## config.mk

```make
export PLATFORM = sky130hd
export DESIGN_NAME = noc_link_port
export DESIGN_NICKNAME = d
export VERILOG_FILES = /design/src/rtl/noc_link_port_pkg.sv /design/src/rtl/noc_flit_fifo.sv /design/src/rtl/noc_link_port.sv
export SDC_FILE = /design/constraint.sdc
export NUM_CORES = 1
export LEC_CHECK = 0
export CAP_MARGIN = 30
export CORE_MARGIN = 2
export CORE_UTILIZATION = 25
export CTS_BUF_LIST = sky130_fd_sc_hd__clkbuf_16
export DETAILED_ROUTE_END_ITERATION = 6
export PLACE_DENSITY = 0.44
export REMOVE_ABC_BUFFERS = 1
export SYNTH_ARGS = -nofsm -noshare
export SYNTH_HDL_FRONTEND = slang
export SYNTH_SLANG_ARGS = --single-unit
```

## constraint.sdc

```tcl
create_clock -name clk -period 3.8 [get_ports clk]
set_input_delay 0.38 -clock clk [delete_from_list [all_inputs] [get_ports clk]]
set_output_delay 0.38 -clock clk [all_outputs]
set_load 0.02 [all_outputs]
```

## src/rtl/noc_link_port_pkg.sv

```systemverilog
// Shared defaults and egress state encoding for the NoC link port.
package noc_link_port_pkg;

  localparam int unsigned HdrSzDef  = 4;
  localparam int unsigned PlSzDef   = 16;
  localparam int unsigned AddrSzDef = 4;
  localparam int unsigned DepthDef  = 4;

  typedef enum logic [1:0] {
    StIdle    = 2'd0,
    StPresent = 2'd1,
    StHold    = 2'd2
  } egress_state_e;

endpackage

```

## src/rtl/noc_flit_fifo.sv

```systemverilog
// Synchronous FIFO holding accepted flits; pointers wrap modulo Depth.
module noc_flit_fifo
  import noc_link_port_pkg::*;
#(
  parameter int unsigned Width = 24,
  parameter int unsigned Depth = DepthDef,
  localparam int unsigned PtrW = $clog2(Depth),
  localparam int unsigned CntW = $clog2(Depth) + 1
) (
  input  logic             clk,
  input  logic             reset,
  input  logic             push_i,
  input  logic             pop_i,
  input  logic [Width-1:0] wdata_i,
  output logic [Width-1:0] rdata_o,
  output logic             full_o,
  output logic             empty_o,
  output logic [CntW-1:0]  count_o
);

  logic [Width-1:0] mem_q [Depth];
  logic [PtrW-1:0]  wr_ptr_q, rd_ptr_q;
  logic [CntW-1:0]  count_q;

  // Storage array; no reset needed, validity is tracked by count_q.
  always_ff @(posedge clk) begin
    if (push_i) mem_q[wr_ptr_q] <= wdata_i;
  end

  // Pointer and occupancy bookkeeping.
  always_ff @(posedge clk) begin
    if (reset) begin
      wr_ptr_q <= '0;
      rd_ptr_q <= '0;
      count_q  <= '0;
    end else begin
      if (push_i) wr_ptr_q <= wr_ptr_q + PtrW'(1);
      if (pop_i)  rd_ptr_q <= rd_ptr_q + PtrW'(1);
      unique case ({push_i, pop_i})
        2'b10:   count_q <= count_q + CntW'(1);
        2'b01:   count_q <= count_q - CntW'(1);
        default: count_q <= count_q;
      endcase
    end
  end

  assign rdata_o = mem_q[rd_ptr_q];
  assign full_o  = (count_q == CntW'(Depth));
  assign empty_o = (count_q == '0);
  assign count_o = count_q;

endmodule

```

## src/rtl/noc_link_port.sv

```systemverilog
// Link port: parity/address screening on ingress, FIFO buffering, and a
// paced single-pulse egress towards the destination NI.
module noc_link_port
  import noc_link_port_pkg::*;
#(
  parameter int unsigned HDR_SZ  = HdrSzDef,
  parameter int unsigned PL_SZ   = PlSzDef,
  parameter int unsigned ADDR_SZ = AddrSzDef,
  parameter int unsigned DEPTH   = DepthDef,
  localparam int unsigned W      = HDR_SZ + PL_SZ + ADDR_SZ,
  localparam int unsigned CntW   = $clog2(DEPTH) + 1
) (
  input  logic               clk,
  input  logic               reset,
  input  logic [ADDR_SZ-1:0] port_id,
  input  logic [W-1:0]       src_item,
  input  logic               src_req,
  output logic               src_channel_busy,
  output logic               src_send_en,
  output logic [W-1:0]       dst_item,
  output logic               dst_valid,
  input  logic               dst_busy,
  output logic               parity_err,
  output logic               misroute,
  output logic               overflow,
  output logic [7:0]         drop_cnt
);

  logic            parity_ok, addr_ok, can_accept, push, pop, drop;
  logic [W-1:0]    fifo_rdata;
  logic            fifo_full, fifo_empty;
  logic [CntW-1:0] count;

  egress_state_e state_q, state_d;
  logic [W-1:0]  dst_item_q, dst_item_d;
  logic          dst_valid_q, dst_valid_d;
  logic          parity_err_q, misroute_q, overflow_q;
  logic [7:0]    drop_cnt_q;

  assign parity_ok  = (src_item[W-1] == ^src_item[W-2:0]);
  assign addr_ok    = (src_item[ADDR_SZ-1:0] == port_id);
  // A pop in the same cycle frees the head slot, so a full FIFO can still take a flit.
  assign can_accept = !fifo_full || pop;
  assign push       = src_req && parity_ok && addr_ok && can_accept;
  assign drop       = src_req && !push;

  noc_flit_fifo #(
    .Width (W),
    .Depth (DEPTH)
  ) u_fifo (
    .clk     (clk),
    .reset   (reset),
    .push_i  (push),
    .pop_i   (pop),
    .wdata_i (src_item),
    .rdata_o (fifo_rdata),
    .full_o  (fifo_full),
    .empty_o (fifo_empty),
    .count_o (count)
  );

  // One slot is reserved for a flit the source may already have committed.
  assign src_channel_busy = (count >= CntW'(DEPTH - 1));
  assign src_send_en      = !src_channel_busy;

  // Sticky drop flags and saturating drop counter; first failing check wins.
  always_ff @(posedge clk) begin
    if (reset) begin
      parity_err_q <= 1'b0;
      misroute_q   <= 1'b0;
      overflow_q   <= 1'b0;
      drop_cnt_q   <= 8'd0;
    end else if (drop) begin
      if (!parity_ok)    parity_err_q <= 1'b1;
      else if (!addr_ok) misroute_q   <= 1'b1;
      else               overflow_q   <= 1'b1;
      if (drop_cnt_q != 8'hFF) drop_cnt_q <= drop_cnt_q + 8'd1;
    end
  end

  // Egress state and output registers.
  always_ff @(posedge clk) begin
    if (reset) begin
      state_q     <= StIdle;
      dst_item_q  <= '0;
      dst_valid_q <= 1'b0;
    end else begin
      state_q     <= state_d;
      dst_item_q  <= dst_item_d;
      dst_valid_q <= dst_valid_d;
    end
  end

  // Egress next-state: load and pulse from IDLE, then wait out the busy gap in HOLD.
  always_comb begin
    state_d     = state_q;
    dst_item_d  = dst_item_q;
    dst_valid_d = 1'b0;
    pop         = 1'b0;
    unique case (state_q)
      StIdle: begin
        if (!fifo_empty && !dst_busy) begin
          pop         = 1'b1;
          dst_item_d  = fifo_rdata;
          dst_valid_d = 1'b1;
          state_d     = StPresent;
        end
      end
      StPresent: state_d = StHold;
      StHold: begin
        if (!dst_busy) state_d = StIdle;
      end
      default: state_d = StIdle;
    endcase
  end

  assign dst_item   = dst_item_q;
  assign dst_valid  = dst_valid_q;
  assign parity_err = parity_err_q;
  assign misroute   = misroute_q;
  assign overflow   = overflow_q;
  assign drop_cnt   = drop_cnt_q;

endmodule
```

Word-level counts from Yosys, hierarchy flattened:

Memories as Yosys holds them, arrays and structs flattened. A register that Yosys moved wholly into a read port is not among the register bits.
Index checks and enable logic that the tools add are counted.
Widths: inputs -> output; s select.

* add/subtract/negate cells: 5
* magnitude comparators: 1
* equality and inequality tests: 10
* mux-type cells: 8
* bitwise gates (word level): 2
* reduce and logical (&&, ||, !) cells: 21

Operator list (number)
* $reduce_xor 23->1: 1
* $add 8x1->8 const B: 1
* $ne 8x8->1 const B: 1
* $reduce_and 2->1: 4
* $pmux 2 s3: 1
* $pmux 3 s2: 1
* $reduce_and 3->1: 2
* $logic_and 1x1->1: 5
* $logic_not 1->1: 5
* $add 2x1->2 const B: 2
* $eq 2x1->1 const B: 2
* $eq 2x2->1 const B: 2
* $eq 4x4->1: 1
* $mux 1: 4
* $mux 2: 2
* $ne 2x2->1 const B: 2
* $add 3x1->3 const B: 1
* $eq 3x3->1 const B: 1
* $ge 3x2->1 const B: 1
* $logic_not 3->1: 1
* $sub 3x1->3 const B: 1
* $logic_not 2->1: 1
* $not 1->1: 2
* $reduce_bool 2->1: 1
* other kinds (2): 2

* flip-flop bits (word level): 21
* RAM bits: 96
* input port bits: 32
* output and inout port bits: 38
* logic and storage cells: 57
* memories: 1

Memory list
* u_fifo.mem_q: depth 4, bits a word 24, read ports 1, clocked after Yosys merged registers in 1, write ports 1, RTL line noc_flit_fifo.sv:21 `logic [Width-1:0] mem_q [Depth];`

Depth between registers and ports, before layout:

Gate-level depths: netlist of run 1.

* word-level depth: 10
* mapped depth: 13
* depth with buffers taken out: 12

Hierarchy:

A second synthesis of run 1 with hierarchy kept.

* cells, all modules: 387
* area, all modules: 5718.0 sq um

Modules (own cells, without submodules)
* noc_flit_fifo: instances 1, cells each 173, area an instance 3937.5 sq um, sequential area each 3062.9 sq um
* noc_link_port: instances 1, cells each 214, area an instance 1780.5 sq um, sequential area each 760.7 sq um

Least setup slack after synthesis of run 1:

OpenSTA, ideal clock, no wires.

* kind: input to register
* from: input src_item[18]
* to: register u_fifo.count_q[2], in the netlist u_fifo.count_o[2]
* library setup time: 0.071 ns
* arrival time: 2.859 ns
* setup slack: 0.870 ns
* stages: 13
* cells stage by stage: xor2_1 xnor2_1 xnor2_1 xnor3_2 buf_6 and3_4 inv_1 ha_1 inv_1 fa_1 xor2_1 or3_1 a21oi_1

* cells in the longest elaborated chain, start to end: 7
* elaborated cells between the ends (all ways): 9

Ends and longest elaborated chain
* start, declared: RTL line noc_link_port.sv:16 `input logic [W-1:0] src_item,`
* $reduce_xor 23->1 (*): RTL line noc_link_port.sv:40 `assign parity_ok = (src_item[W-1] == ^src_item[W-2:0]);`
* $eq 1x1->1 (*): RTL line noc_link_port.sv:40
* $logic_and 1x1->1 (*) (3 in a row): RTL line noc_link_port.sv:44 `assign push = src_req && parity_ok && addr_ok && can_accept;`
* $eq 2x1->1 or $eq 2x2->1 (tied branches): RTL line noc_flit_fifo.sv:39 `unique case ({push_i, pop_i})`
* $pmux 3 s2 or $reduce_bool 2->1 (tied branches)
* end signal, assigned: RTL line noc_flit_fifo.sv:40 `2'b10: count_q <= count_q + CntW'(1);`
* end signal, assigned: RTL line noc_flit_fifo.sv:41 `2'b01: count_q <= count_q - CntW'(1);`
* end signal, assigned: RTL line noc_flit_fifo.sv:42 `default: count_q <= count_q;`
* end, declared: RTL line noc_flit_fifo.sv:23 `logic [CntW-1:0] count_q;`

Mark *: on every way between the ends. The rest lies on a longest branch, timed or not.
A chain may end at the register's enable or synchronous reset.

Worst setup path after layout of run 1:

* from: input src_item[21]
* to: register u_fifo.count_q[2], in the netlist u_fifo.count_o[2]

Same word-level chain as after synthesis.

==> results of run 1 <==
layer usage:
layer	GRT usage (%)	up-vias	share of wire, %	wire length [µm]
li1	-	1562	-	-
met1	13.4	1643	44	5550
met2	19.6	54	52	6500
met3	2.20	15	2.6	323
met4	4.94	0	1.9	238
met5	0	-	0	0
cell type report:
class | instances | area [µm²] | share of cell area [%]
Clock buffer | 17 | 425 | 5.78
Clock inverter | 15 | 209 | 2.84
Inverter | 9 | 33.8 | 0.459
Multi-Input combinational cell | 214 | 1740 | 23.6
Sequential cell | 141 | 3780 | 51.4
Tap cell | 280 | 350 | 4.76
Timing Repair Buffer | 86 | 826 | 11.2
cell usage after synthesis (all sizes together), types with 6 or more instances:
library cell   n
ha             6
xor2           6
dfxtp         45
nand4          6
inv            9
edfxtp        96
clkbuf        12
mux2           7
nor2b          7
mux4          24
a21oi         36
xnor2         23
nand2         53
nor2          18
buf            6
path summary, 6_finish.rpt:
path / from / to / slack, ns / cells after the start
worst max-delay path: src_item[21] / u_fifo.count_o[2] / 0.52 / 13
worst min-delay path: parity_err / parity_err / 0.45 / 2
worst max register to register: u_fifo.count_o[2] / u_fifo.count_o[2] / 1.20 / 10
worst min register to register: parity_err / parity_err / 0.45 / 2
metrics by stage:
stage / area (µm²) / setup slack (ns)
6_report: 7370 / 0.519
5_1_grt: 7370 / 0.360
4_1_cts: 7370 / 0.523
3_5_place_dp: 6730 / 0.0754
3_3_place_gp: 6710 / 0.182
2_1_floorplan: 5540 / 0.209
cells by family after synthesis:
| family | count (synthesis) | synth area share [%] |
|---|---|---|
| AOI/OAI and AO/OA | 45 | 4.74 |
| DFF | 141 | 67.3 |
| muxes | 32 | 11.2 |
| xor gates and xnor gates | 30 | 4.94 |
| buffers and inverters | 27 | 2.00 |
| adders and majority gates | 7 | 1.69 |
| and+or+nand+nor | 100 | 8.08 |
report_power, final:
group	internal [mW]	switching, mW	total, mW
clock	1.11	0.663	1.77
sequential	1.67	0.0252	1.70
combinational	0.201	0.237	0.438
flip-flops by register name (all words and copies together) (netlist names), 2 cells and up:
| name | flops |
|---|---|
| u_fifo.count_o | 3 |
| state_q | 2 |
| u_fifo.rd_ptr_q | 2 |
| u_fifo.wr_ptr_q | 2 |
| drop_cnt | 8 |
| dst_item | 24 |
| u_fifo.mem_q | 96 |
worst max-delay path, stage by stage:
cell and delay, ns:
clkdlybuf4s50_1 0.57, xor2_1 0.29, xnor2_1 0.14, xnor2_1 0.26, xnor3_2 0.48, and3_4 0.21, inv_1 0.05, ha_1 0.17
inv_1 0.06, fa_1 0.37, xor2_1 0.17, or3_1 0.32, a21oi_1 0.15
==> flow_summary.yaml, run 1 <==
drt:
  drc: 0
  wirelength_um: 12600
  viasPerCell: 4.30
  routedWlPerCell_um: 16.5
  via_count: 3274
  drt.antenna.violating_nets: 0
  first_pass_iters: 4
  drtIter0Drc: 83
timing:
  maxSlewViolCount: 0
  hold_viol: 0
  worst_slew_pin_slew_ns: 0.579
  period_minus_slack_ns: 3.28
  finalClockSkew_ns: 0.00679
  setup-violations-final: 0
  maxClockFrequency_ghz: 0.305
  rsz0062_at_grt: "false"
  maxSlewHeadroom_pct: 61.4
  hold_ws_ns: 0.450
  fin_crit_sh_pct: 86.3
  setup_tns_ns: 0
setup_path:
  path_class: "in2reg"
  start_kind: "input pin"
  arrival_ns: 3.62
  worst-endpoint-required_ns: 4.14
  crit_path_end_kind: "flip-flop"
  crit_fanout: 5
power:
  cellLeakagePower_nw: 2.38
  p_per_area_nw_per_um2: 531
  p_total_mw: 3.91
  peakVddDrop_mv: 0.244
finish:
  drive_gt1_share_pct: 17.8
  nFillCells: 2149
  nets: 508
  finalNonFillerCells: 762
  final_cell_mix: "edfxtp_1 (96), clkdlybuf4s50_1 (68), nand2_1 (53)"
  area_growth_pct: 31.1
  diodes: 0
  utilization_pct: 33.5
  mostFrequentLayoutCell: "edfxtp_1"
die:
  coreArea_um2: 22000
  die_area_um2: 23700
  die_width_um: 154
  die_y_um: 154
  start_util_pct: 25.6
  num_rows: 54
  ioPinCount: 70
placed_design:
  dp_hpwl_um: 7950
  dp.cells: 730
  gp_congestion: 0.707
  port_buffers: 69
logic_synthesis:
  synthTopCellsByArea: "edfxtp_1 (51%), dfxtp_1 (16%), mux4_2 (9.6%), xnor2_1 (3.6%), nand2_1 (3.5%)"
  synth_edf_count: 96
  yosysUniqueCellTypes: 40
  synthCells: 382
  seq_area_frac_synth_pct: 67.3
  synth.avg_cell_area_um2: 14.7
  ys_seq_elements: 141
  ys_warn_count: 0
  async_reset_ff_share_pct: 0
  syn_area_um2: 5620
  synth_top_cell_by_area: "edfxtp_1"
  synth_top_area_share_pct: 51.3
  synth-main-ff-cell: "edfxtp_1"
clock_tree:
  cts-htree-levels: 4
  cts_resized: 0
  numCtsBuffers: 17
  clock_path_buffers: 2
  cts_tree: "yes"
  cts-hold-fix-buffers: 0
  clock_latency_ns: 0.41
  cts.sinks: 141
  root_buffer: "clkbuf_16"
  clk_pin_slew_ns: 0.06
  post_cts_buffers: 0
flow_run:
  maxCapViolations: 0
global_routing:
  antenna_found_initial: 0
  grt_start_max_net_pins: 30
  grt_pass1_vias: 3463
  grt-ovfl-total: 0
  grt_pass1_wl_um: 19600
  grt.total_usage_pct: 11.2
hold_path:
  hold_class: "reg2reg"
run_status:
  status: "completed"
Note: power is estimated with default switching activity, not from simulation.
==> run 2: changes to the inputs <==
--- a/config.mk
+++ b/config.mk
@@ -6,7 +6,7 @@
 export NUM_CORES = 1
 export LEC_CHECK = 0
 export CAP_MARGIN = 30
-export CORE_MARGIN = 2
+export CORE_MARGIN = 3
 export CORE_UTILIZATION = 25
 export CTS_BUF_LIST = sky130_fd_sc_hd__clkbuf_16
 export DETAILED_ROUTE_END_ITERATION = 6
==> constraint.sdc (replaced) <==
create_clock -name clk -period 3.6 [get_ports clk]
set_input_delay 0.36 -clock clk [delete_from_list [all_inputs] [get_ports clk]]
set_output_delay 0.36 -clock clk [all_outputs]
set_load 0.005 [all_outputs]
==> run 2 against run 1 <==
First-iteration DRC count grew 66%. Setup slack worse by 0.042 ns. Combinational power grew 1%. Final cell count rose by 0.52%. Sequential share of layout area rose by 0.31 points. Cell area down 0.59%. Core utilization decreased by 0.20 points. Sequential power up 5%. Worst hold slack worse by 0.0030 ns. Non-clock buffer count increased by 4. Via count up 0.37%. Register-to-register slack worse by 0.10 ns.
==> flow_summary.yaml, run 2 (same netlist as run 1, synthesis figures left out) <==
finish:
  diodes: 0
  nFillCells: 2127
  largest_register_ffs: 96
  nets: 512
  area_growth_pct: 30.3
  mostFrequentLayoutCell: "edfxtp_1"
  drive_gt1_share_pct: 18.3
  top_register: "u_fifo.mem_q"
  finalNonFillerCells: 766
  final_cell_mix: "edfxtp_1 (96), clkdlybuf4s50_1 (68), nand2_1 (53)"
drt:
  drt.antenna.violating_nets: 0
  via_count: 3286
  routedWlPerCell_um: 16.4
  viasPerCell: 4.29
  drc: 0
  wirelength_um: 12600
  drtIter0Drc: 138
  first_pass_iters: 4
global_routing:
  grt-ovfl-total: 0
  grt_pass1_vias: 3494
  grt.total_usage_pct: 10.8
  antenna_found_initial: 0
  grt_start_max_net_pins: 40
  grt_pass1_wl_um: 19700
die:
  start_util_pct: 25.6
  die_area_um2: 24300
  die_y_um: 156
  coreArea_um2: 22000
  num_rows: 54
  ioPinCount: 70
  die_width_um: 156
power:
  combPwrFrac_pct: 11.5
  p_total_mw: 3.85
  peakVddDrop_mv: 0.311
  pwr-share-clk_pct: 42.0
  cellLeakagePower_nw: 2.36
  swShare_pct: 24.0
  p_switching_uw: 924
  p_per_area_nw_per_um2: 526
  intPower_mw: 2.93
  p_seq_share_pct: 46.5
clock_tree:
  root_buffer: "clkbuf_16"
  clk_pin_slew_ns: 0.06
  cts.sinks: 141
  clock_path_buffers: 2
  numCtsBuffers: 17
  cts-hold-fix-buffers: 0
  cts_resized: 0
  clock_latency_ns: 0.42
  cts_tree: "yes"
  cts-htree-levels: 4
  post_cts_buffers: 0
setup_path:
  crit_fanout: 5
  path_class: "in2reg"
  arrival_ns: 3.45
  worst-endpoint-required_ns: 3.93
  crit_path_end_kind: "flip-flop"
  start_kind: "input pin"
timing:
  fin_crit_sh_pct: 86.7
  maxSlewHeadroom_pct: 47.0
  period_minus_slack_ns: 3.12
  worst_slew_pin_slew_ns: 0.794
  rsz0062_at_grt: "false"
  finalClockSkew_ns: 0.0145
  maxSlewViolCount: 0
  setup-violations-final: 0
  hold_viol: 0
  maxClockFrequency_ghz: 0.320
hold_path:
  hold_class: "reg2reg"
flow_run:
  maxCapViolations: 0
placed_design:
  dp_hpwl_um: 8060
  gp_congestion: 0.758
  port_buffers: 69
  dp.cells: 734
run_status:
  status: "completed"
==> run 2: changes by cell type in the layout (fill, tap and decap cells not counted), sizes merged <==
cell / change
clkinv: +3
buf: +4
inv: -2
clkinvlp: +2
bufinv: -3
==> run 2: cell type report <==
class | instances | area (µm²) | share of cell area, %
clock buffer | 17 | 425 | 5.81
tap | 280 | 350 | 4.78
sequential | 141 | 3780 | 51.7
inverter | 9 | 33.8 | 0.461
multi-input combinational | 214 | 1740 | 23.7
timing repair buffer | 90 | 868 | 11.9
clock inverter | 15 | 123 | 1.67
==> run 2: critical path, cell delays in order <==
cell and delay (ns):
clkdlybuf4s50_1 0.49, xor2_1 0.23, xnor2_1 0.13, xnor2_1 0.28, xnor3_2 0.48, and3_4 0.20
inv_1 0.05, ha_1 0.17, inv_1 0.06, fa_1 0.37, xor2_1 0.15, or3_1 0.30
a21oi_1 0.16
==> run 2: worst paths after layout <==
path	cells after the start	end	slack (ns)	startpoint
worst max-delay path	13	u_fifo.count_o[2]	0.48	src_item[18]
worst max register to register	11	u_fifo.count_o[2]	1.10	state_q[1]
worst min-delay path	2	parity_err	0.45	parity_err
worst min register to register	2	parity_err	0.45	parity_err
==> run 2: power groups by stage <==
stage	clock (mW)	combinational, mW	sequential, mW
5_1_grt	1.74	0.487	1.80
3_5_place_dp	0	0.453	1.83
3_3_place_gp	0	0.435	1.84
4_1_cts	1.67	0.453	1.79
6_report	1.62	0.443	1.79
2_1_floorplan	0	0.222	1.83
==> run 2: per-stage QoR <==
step	setup TNS, ns	hold WS, ns	cell area [µm²]	util (%)	setup WS (ns)
after CTS	0	0.454	7320	33.3	0.420
after floorplan	0	0.422	5540	-	0.00937
after global routing	0	0.471	7320	33.3	0.278
final	0	0.447	7320	33.3	0.477
after global placement	0	0.440	6750	30.8	0.0663
after detailed placement	-0.0174	0.445	6770	30.8	-0.0174
==> run 2: metal layers <==
layer  part of all wire [%]  GRT usage, %  vias up
met1                     46          13.8     1652
met5                      0             0        -
met4                    1.2          3.66        0
met2                     50          17.8       47
met3                    3.0          3.05       11
li1                       -             -     1576
